## src/rtl/inst_fetch_queue.sv

```systemverilog
// Instruction fetch queue between the I-cache read port and dual-issue decode.
// Circular buffer exposing the two oldest entries; flush has highest priority.
module inst_fetch_queue #(
    parameter int DEPTH    = 16,
    parameter int AF_SLACK = 3
) (
    input  logic                     clk,
    input  logic                     rst,
    input  logic                     flush,
    input  logic                     push_valid,
    input  logic [31:0]              push_pc,
    input  logic [31:0]              push_inst,
    input  logic                     push_excp,
    input  logic [1:0]               pop_cnt,
    output logic                     out0_valid,
    output logic [31:0]              out0_pc,
    output logic [31:0]              out0_inst,
    output logic                     out0_excp,
    output logic                     out1_valid,
    output logic [31:0]              out1_pc,
    output logic [31:0]              out1_inst,
    output logic                     out1_excp,
    output logic [$clog2(DEPTH):0]   count,
    output logic                     full,
    output logic                     almost_full,
    output logic                     overflow
);

    localparam int AW = $clog2(DEPTH);
    localparam int CW = AW + 1;

    logic [31:0]   pc_mem   [DEPTH];
    logic [31:0]   inst_mem [DEPTH];
    logic          excp_mem [DEPTH];

    logic [AW-1:0] wr_ptr;
    logic [AW-1:0] rd_ptr;
    logic [AW-1:0] rd_ptr1;
    logic [CW-1:0] count_q;
    logic          overflow_q;

    logic [1:0]    pop_req;
    logic [1:0]    eff_pop;
    logic          eff_push;
    logic [CW-1:0] free_cnt;

    // Pointer width equals log2(DEPTH), so plain addition wraps modulo DEPTH.
    assign rd_ptr1 = rd_ptr + AW'(1);

    always_comb begin
        pop_req = (pop_cnt == 2'd3) ? 2'd2 : pop_cnt;
        eff_pop = pop_req;
        if (count_q < CW'(pop_req)) begin
            eff_pop = count_q[1:0];
        end
    end

    assign full     = (count_q == CW'(DEPTH));
    assign eff_push = push_valid & ~full;
    assign free_cnt = CW'(DEPTH) - count_q;

    always_ff @(posedge clk or posedge rst) begin
        if (rst) begin
            wr_ptr     <= '0;
            rd_ptr     <= '0;
            count_q    <= '0;
            overflow_q <= 1'b0;
        end else if (flush) begin
            wr_ptr     <= '0;
            rd_ptr     <= '0;
            count_q    <= '0;
            overflow_q <= 1'b0;
        end else begin
            rd_ptr  <= rd_ptr + AW'(eff_pop);
            wr_ptr  <= wr_ptr + AW'(eff_push);
            count_q <= count_q + CW'(eff_push) - CW'(eff_pop);
            if (push_valid && full) begin
                overflow_q <= 1'b1;
            end
        end
    end

    // Entry storage needs no reset; validity comes solely from count.
    always_ff @(posedge clk) begin
        if (eff_push && !flush) begin
            pc_mem[wr_ptr]   <= push_pc;
            inst_mem[wr_ptr] <= push_inst;
            excp_mem[wr_ptr] <= push_excp;
        end
    end

    always_comb begin
        out0_valid = (count_q >= CW'(1));
        out1_valid = (count_q >= CW'(2));
        out0_pc    = '0;
        out0_inst  = '0;
        out0_excp  = 1'b0;
        out1_pc    = '0;
        out1_inst  = '0;
        out1_excp  = 1'b0;
        if (out0_valid) begin
            out0_pc   = pc_mem[rd_ptr];
            out0_inst = inst_mem[rd_ptr];
            out0_excp = excp_mem[rd_ptr];
        end
        if (out1_valid) begin
            out1_pc   = pc_mem[rd_ptr1];
            out1_inst = inst_mem[rd_ptr1];
            out1_excp = excp_mem[rd_ptr1];
        end
    end

    assign count       = count_q;
    assign almost_full = (32'(free_cnt) <= 32'(AF_SLACK));
    assign overflow    = overflow_q;

endmodule

```

## config.mk

```make
export PLATFORM = sky130hd
export DESIGN_NAME = inst_fetch_queue
export DESIGN_NICKNAME = d
export VERILOG_FILES = /design/src/rtl/inst_fetch_queue.sv
export SDC_FILE = /design/constraint.sdc
export NUM_CORES = 2
export LEC_CHECK = 0
export CELL_PAD_IN_SITES_DETAIL_PLACEMENT = 1
export CELL_PAD_IN_SITES_GLOBAL_PLACEMENT = 1
export CORE_MARGIN = 2
export CORE_UTILIZATION = 58
export CTS_CLUSTER_DIAMETER = 30
export DETAILED_ROUTE_END_ITERATION = 6
export GPL_TIMING_DRIVEN = 0
export PLACE_DENSITY_LB_ADDON = 0.08
export REMOVE_ABC_BUFFERS = 1
export SLEW_MARGIN = 20
export SYNTH_ARGS = -nofsm -noshare
export SYNTH_HDL_FRONTEND = slang
export SYNTH_SLANG_ARGS = --single-unit
export TNS_END_PERCENT = 5
```

## constraint.sdc

```tcl
create_clock -name clk -period 12.5 [get_ports clk]
set_clock_uncertainty 0.2 [all_clocks]
set_input_delay 1.25 -clock clk [delete_from_list [all_inputs] [get_ports clk]]
set_output_delay 1.25 -clock clk [all_outputs]
set_load 0.01 [all_outputs]
```

; Word-level counts from Yosys, hierarchy flattened
; Memory sizes are Yosys's and may differ from the RTL's.
; Index checks and enable logic that the tools add are counted.
[word_totals]
reg_bits = 14
mem_bits_rw = 1040
output_inout_bits = 140
word_cells = 40
n_memories = 3
[memory_table]
columns = memory, depth, width, read_ports, rd_ports_with_merged_regs, wr, line_no
row1 = inst_mem, 16, 32, 2, 0, 1, 33  ; logic [31:0] inst_mem [DEPTH];
row2 = pc_mem, 16, 32, 2, 0, 1, 32  ; logic [31:0] pc_mem [DEPTH];
row3 = excp_mem, 16, 1, 2, 0, 1, 34  ; logic excp_mem [DEPTH];
[classes]
addsub = 6
magnitude_cmp = 4
n_eq_ne = 2
muxes = 15
bitwise = 2
n_reduce_logical = 4
[ops]
columns = op, count
row1 = $mux W32, 4
row2 = $mux W4, 2
row3 = $mux W1, 6
row4 = $add A5 B1 Y5, 1
row5 = $eq A5 B5 Y1 const B, 1
row6 = $ge A5 B1 Y1 const B, 1
row7 = $ge A5 B2 Y1 const B, 1
row8 = $le A5 B2 Y1 const B, 1
row9 = $lt A5 B2 Y1, 1
row10 = $mux W5, 1
row11 = $sub A5 B2 Y5, 1
row12 = $sub A5 B5 Y5 const A, 1
row13 = $add A4 B1 Y4, 1
row14 = $add A4 B1 Y4 const B, 1
row15 = $add A4 B2 Y4, 1
row16 = $mux W2, 2
row17 = $eq A2 B2 Y1 const B, 1
row18 = $logic_and A1 B1 Y1, 2
row19 = $reduce_bool A2 Y1, 1
row20 = $and A1 B1 Y1, 1
row21 = $logic_not A1 Y1, 1
row22 = $not A1 Y1, 1

; Logic depth before layout (Yosys ltp)
[depth]
word_depth = 6
mapped_depth = 15
depth_no_buf = 15

; Worst setup path before layout
; Ideal clock, no wire load.
[synth_path]
path_kind = in2reg
startpoint = input flush
endpoint = memory excp_mem[0] (enable)
arrival_time_ns = 6.520
required_time_ns = 11.732
path_slack_ns = 5.212
stages = 3
path_buffers = 0
cell_sequence = or3b_2 -> or3_1 -> nor3_1
[synth_via]
elab_chain_cells = 4
[synth_lines]
columns = item, line_no
row1 = from (decl), 9  ; input logic flush,
row2 = $logic_not A1 Y1, 85  ; if (eff_push && !flush) begin
row3 = $logic_and A1 B1 Y1, 85
row4 = $mux W1, 85
row5 = $mux W1 (not written as such), 88  ; excp_mem[wr_ptr] <= push_excp;
row6 = to (decl), 34
; No other way between the ends.

; Worst setup path after layout
[layout_path]
startpoint = register rd_ptr[0]
endpoint = output out1_pc[10]
[layout_via]
elab_chain_cells = 3
[layout_lines]
columns = item, line_no
row1 = from (decl), 37  ; logic [AW-1:0] rd_ptr;
row2 = from (signal assigned), 74  ; rd_ptr <= rd_ptr + AW'(eff_pop);
row3 = $add A4 B1 Y4, 48  ; assign rd_ptr1 = rd_ptr + AW'(1);
row4 = $mem_v2 Z16 W32, n/a
row5 = $mux W32, 106  ; if (out1_valid) begin
row6 = to (decl), 20  ; output logic [31:0] out1_pc,
; No other way between the ends.

==> results.toml <==
[run_status]
status = "finished, final reports clean"

[finish]
multi_input_area_mm2 = 0.0160
regArea_mm2 = 0.0316
nFillCells = 5916
layout-drive-gt1-share_pct = 36.8
fin_area_mm2 = 0.0616
synthToLayoutAreaGrowth_pct = 27.2
post-route-util_pct = 74.8
nNetsFinal = 2747

[clocking]
cts_buffers = 205
cts_max_level = 4
cts.clk_slew.worst_paths_ns = 0.05
root_buffer = "clkbuf_16"
cts_tree = "done"
post_cts_resized = 0
clk_latency_ns = 0.81
cts_setup_buffers = 0
cts.sinks = 1054
clock_path_buffers = 3
hold_buffers = 0

[synthesis]
synth_area_per_cell_um2 = 21.5
synth_edf_count = 1040
synthCells = 2254
synth_top_area_cell = "edfxtp_1"
syn_area_mm2 = 0.0484
synth_most_common_cell = "edfxtp_1"
synth_warnings = 0
ys_seq_area_share_pct = 65.2
synth_top_area_share_pct = 64.5
synth_common_cells = "edfxtp_1 (1040), mux4_2 (518), mux2i_1 (258), o22ai_1 (130), buf_2 (112)"
synthDistinctLibCells = 31
synth_ff_type = "edfxtp_1"
synth.area.top_cells = "edfxtp_1 (64%), mux4_2 (24%), mux2i_1 (5.3%)"
ys_ff_latch = 1054
synthArstFlopShare_pct = 1.33

[power_and_ir_drop]
total_power_w = 0.0154
ir_drop_uv = 310
p_per_area_mw_per_mm2 = 250
p_leak_nw = 19.3

[die]
rows = 105
die_h_um = 293
die-area_mm2 = 0.0858
die_x_um = 293
core_mm2 = 0.0824
initial_core_util_pct = 58.8
io_pins = 211

[drt]
vias_per_cell = 7.61
final_antenna_net_count = 0
route.detailed.drc = 0
drt-pass1-iter-count = 6
drtIter0Drc = 3700
finalWirelength_um = 165000
routedWlPerCell_um = 42.3
vias = 29700

[worst_setup_path]
crit_slowest_cell = "dfrtp_4"
crit_type = "reg -> out"
crit_required_ns = 11.05
path_common_cell = "buf_16"
critPathArrivalTime_ns = 5.37
critPathLaunchType = "flop"
max_stage_delay_ns = 0.76
critPathMaxFanout = 49
crit_chain = "buf_12 > buf_16 > ha_4 > buf_16 > buf_12 > buf_16 > buf_16 > mux4_2 > mux2i_1 > o22ai_1 > clkdlybuf4s50_1"
endpoint_kind = "primary output"

[grt]
gr-total-overflow = 0
grt_max_degree = 50
grtUsageTotal_pct = 39.3
antenna_found_initial = 6
grt_pass1_vias = 31700
grt_pass1_wl_um = 238000

[sta]
fin_crit_ns = 6.82
setup_violations = 0
max_freq_mhz = 147
period_share_pct = 54.5
grt_setup_unrepaired = "false"
slew_headroom_pct = 43.2
final_hold_viol_count = 0
worst_pin_slew_ns = 0.850
report.final.slew_viol_count = 0

[placement]
io_buffers = 210
place_congestion = 0.745
dp_hpwl_um = 91200
place_area_mm2 = 0.0543

[flow_run]
max-cap-violations = 0

[worst_hold_path]
worstHoldPathType = "reg -> reg"
[per-stage QoR]
step | setup TNS [ns] | setup slack (ns) | std cells | hold slack, ns
2_1_floorplan | -1629.79 | -18.60 | 2079 | 0.326
3_3_place_gp | -5008.44 | -53.04 | 3359 | 0.284
3_5_place_dp | 0 | 6.68 | 3518 | 0.329
4_1_cts | 0 | 5.67 | 3900 | 0.490
5_1_grt | 0 | 5.51 | 3904 | 0.522
6_report | 0 | 5.68 | 3907 | 0.508
[final timing paths]
| kind | depth (start not counted) | slack (ns) | endpoint | start |
|---|---|---|---|---|
| worst max-delay path | 11 | 5.68 | out1_pc[10] | rd_ptr[0] |
| worst min-delay path | 2 | 0.51 | overflow | overflow |
| worst max register to register | 13 | 7.53 | pc_mem[0][28] | count[0] |
| worst min register to register | 2 | 0.51 | overflow | overflow |
| max in group asynchronous | 2 | 11.00 | rd_ptr[0] | rst |
| min in group asynchronous | 2 | 0.64 | count[4] | rst |
[per-layer routing]
layer / track usage [%] / part of all wire, %
met5: 0 / 0.0091
met4: 17.7 / 4.6
met3: 10.1 / 11
met2: 62.1 / 49
met1: 52.2 / 36
[power by group]
| part | leakage (nW) | switching, W | total (W) | internal, W |
|---|---|---|---|---|
| sequential | 9.55 | 0.0000942 | 0.00405 | 0.00396 |
| clock | 3.47 | 0.00211 | 0.00585 | 0.00374 |
| combinational | 6.26 | 0.00280 | 0.00550 | 0.00270 |
| total | 19.3 | 0.00500 | 0.0154 | 0.0104 |
[state kept, by name, summed over array words and instances (netlist names)]
| name | flops |
|---|---|
| inst_mem | 512 |
| pc_mem | 512 |
| excp_mem | 16 |
| count | 5 |
| rd_ptr | 4 |
| wr_ptr | 4 |
| overflow | 1 |
[cell families after synthesis]
| kind of cell | Yosys count | synth area share [%] |
|---|---|---|
| mux | 779 | 29.6 |
| compound gates | 139 | 1.79 |
| buf+inv | 191 | 2.07 |
| xor+xnor | 10 | 0.181 |
| simple gates | 60 | 0.604 |
| flops | 1054 | 65.2 |
| fa+ha+maj | 21 | 0.574 |
[placed cells by master (no fill, tap or decap), drive strengths merged, types with 3 or more instances in the layout]
master         count
edfxtp          1040
mux4             521
mux2i            258
clkbuf           223
clkdlybuf4s50    210
buf              159
o22ai            130
clkinv            74
inv               43
bufinv            33
clkinvlp          25
nor2              24
ha                19
dfrtp             14
nand2              8
diode              7
nor2b              7
xor2               6
nor3               6
a21oi              5
xnor2              4
nand3              4
nand2b             4
and2               3
[critical path: cells and delay by family (launching register included)]
kind	cells	cell delay, ns
flip-flops	1	0.76
AO/OA/AOI/OAI	1	0.33
multiplexers	2	0.36
adder cells (fa/ha/maj)	1	0.50
buffers and inverters	7	2.49
[cell type report]
type	instances	share of cell area [%]
Tap cell	1070	2.17
Inverter	16	0.0975
Antenna cell	7	0.0284
Sequential cell	1054	51.3
Clock inverter	159	3.37
Timing Repair Buffer	369	8.52
Clock buffer	223	8.47
Multi-Input combinational cell	1009	26.0
Note: power is estimated with default switching activity, not from simulation.
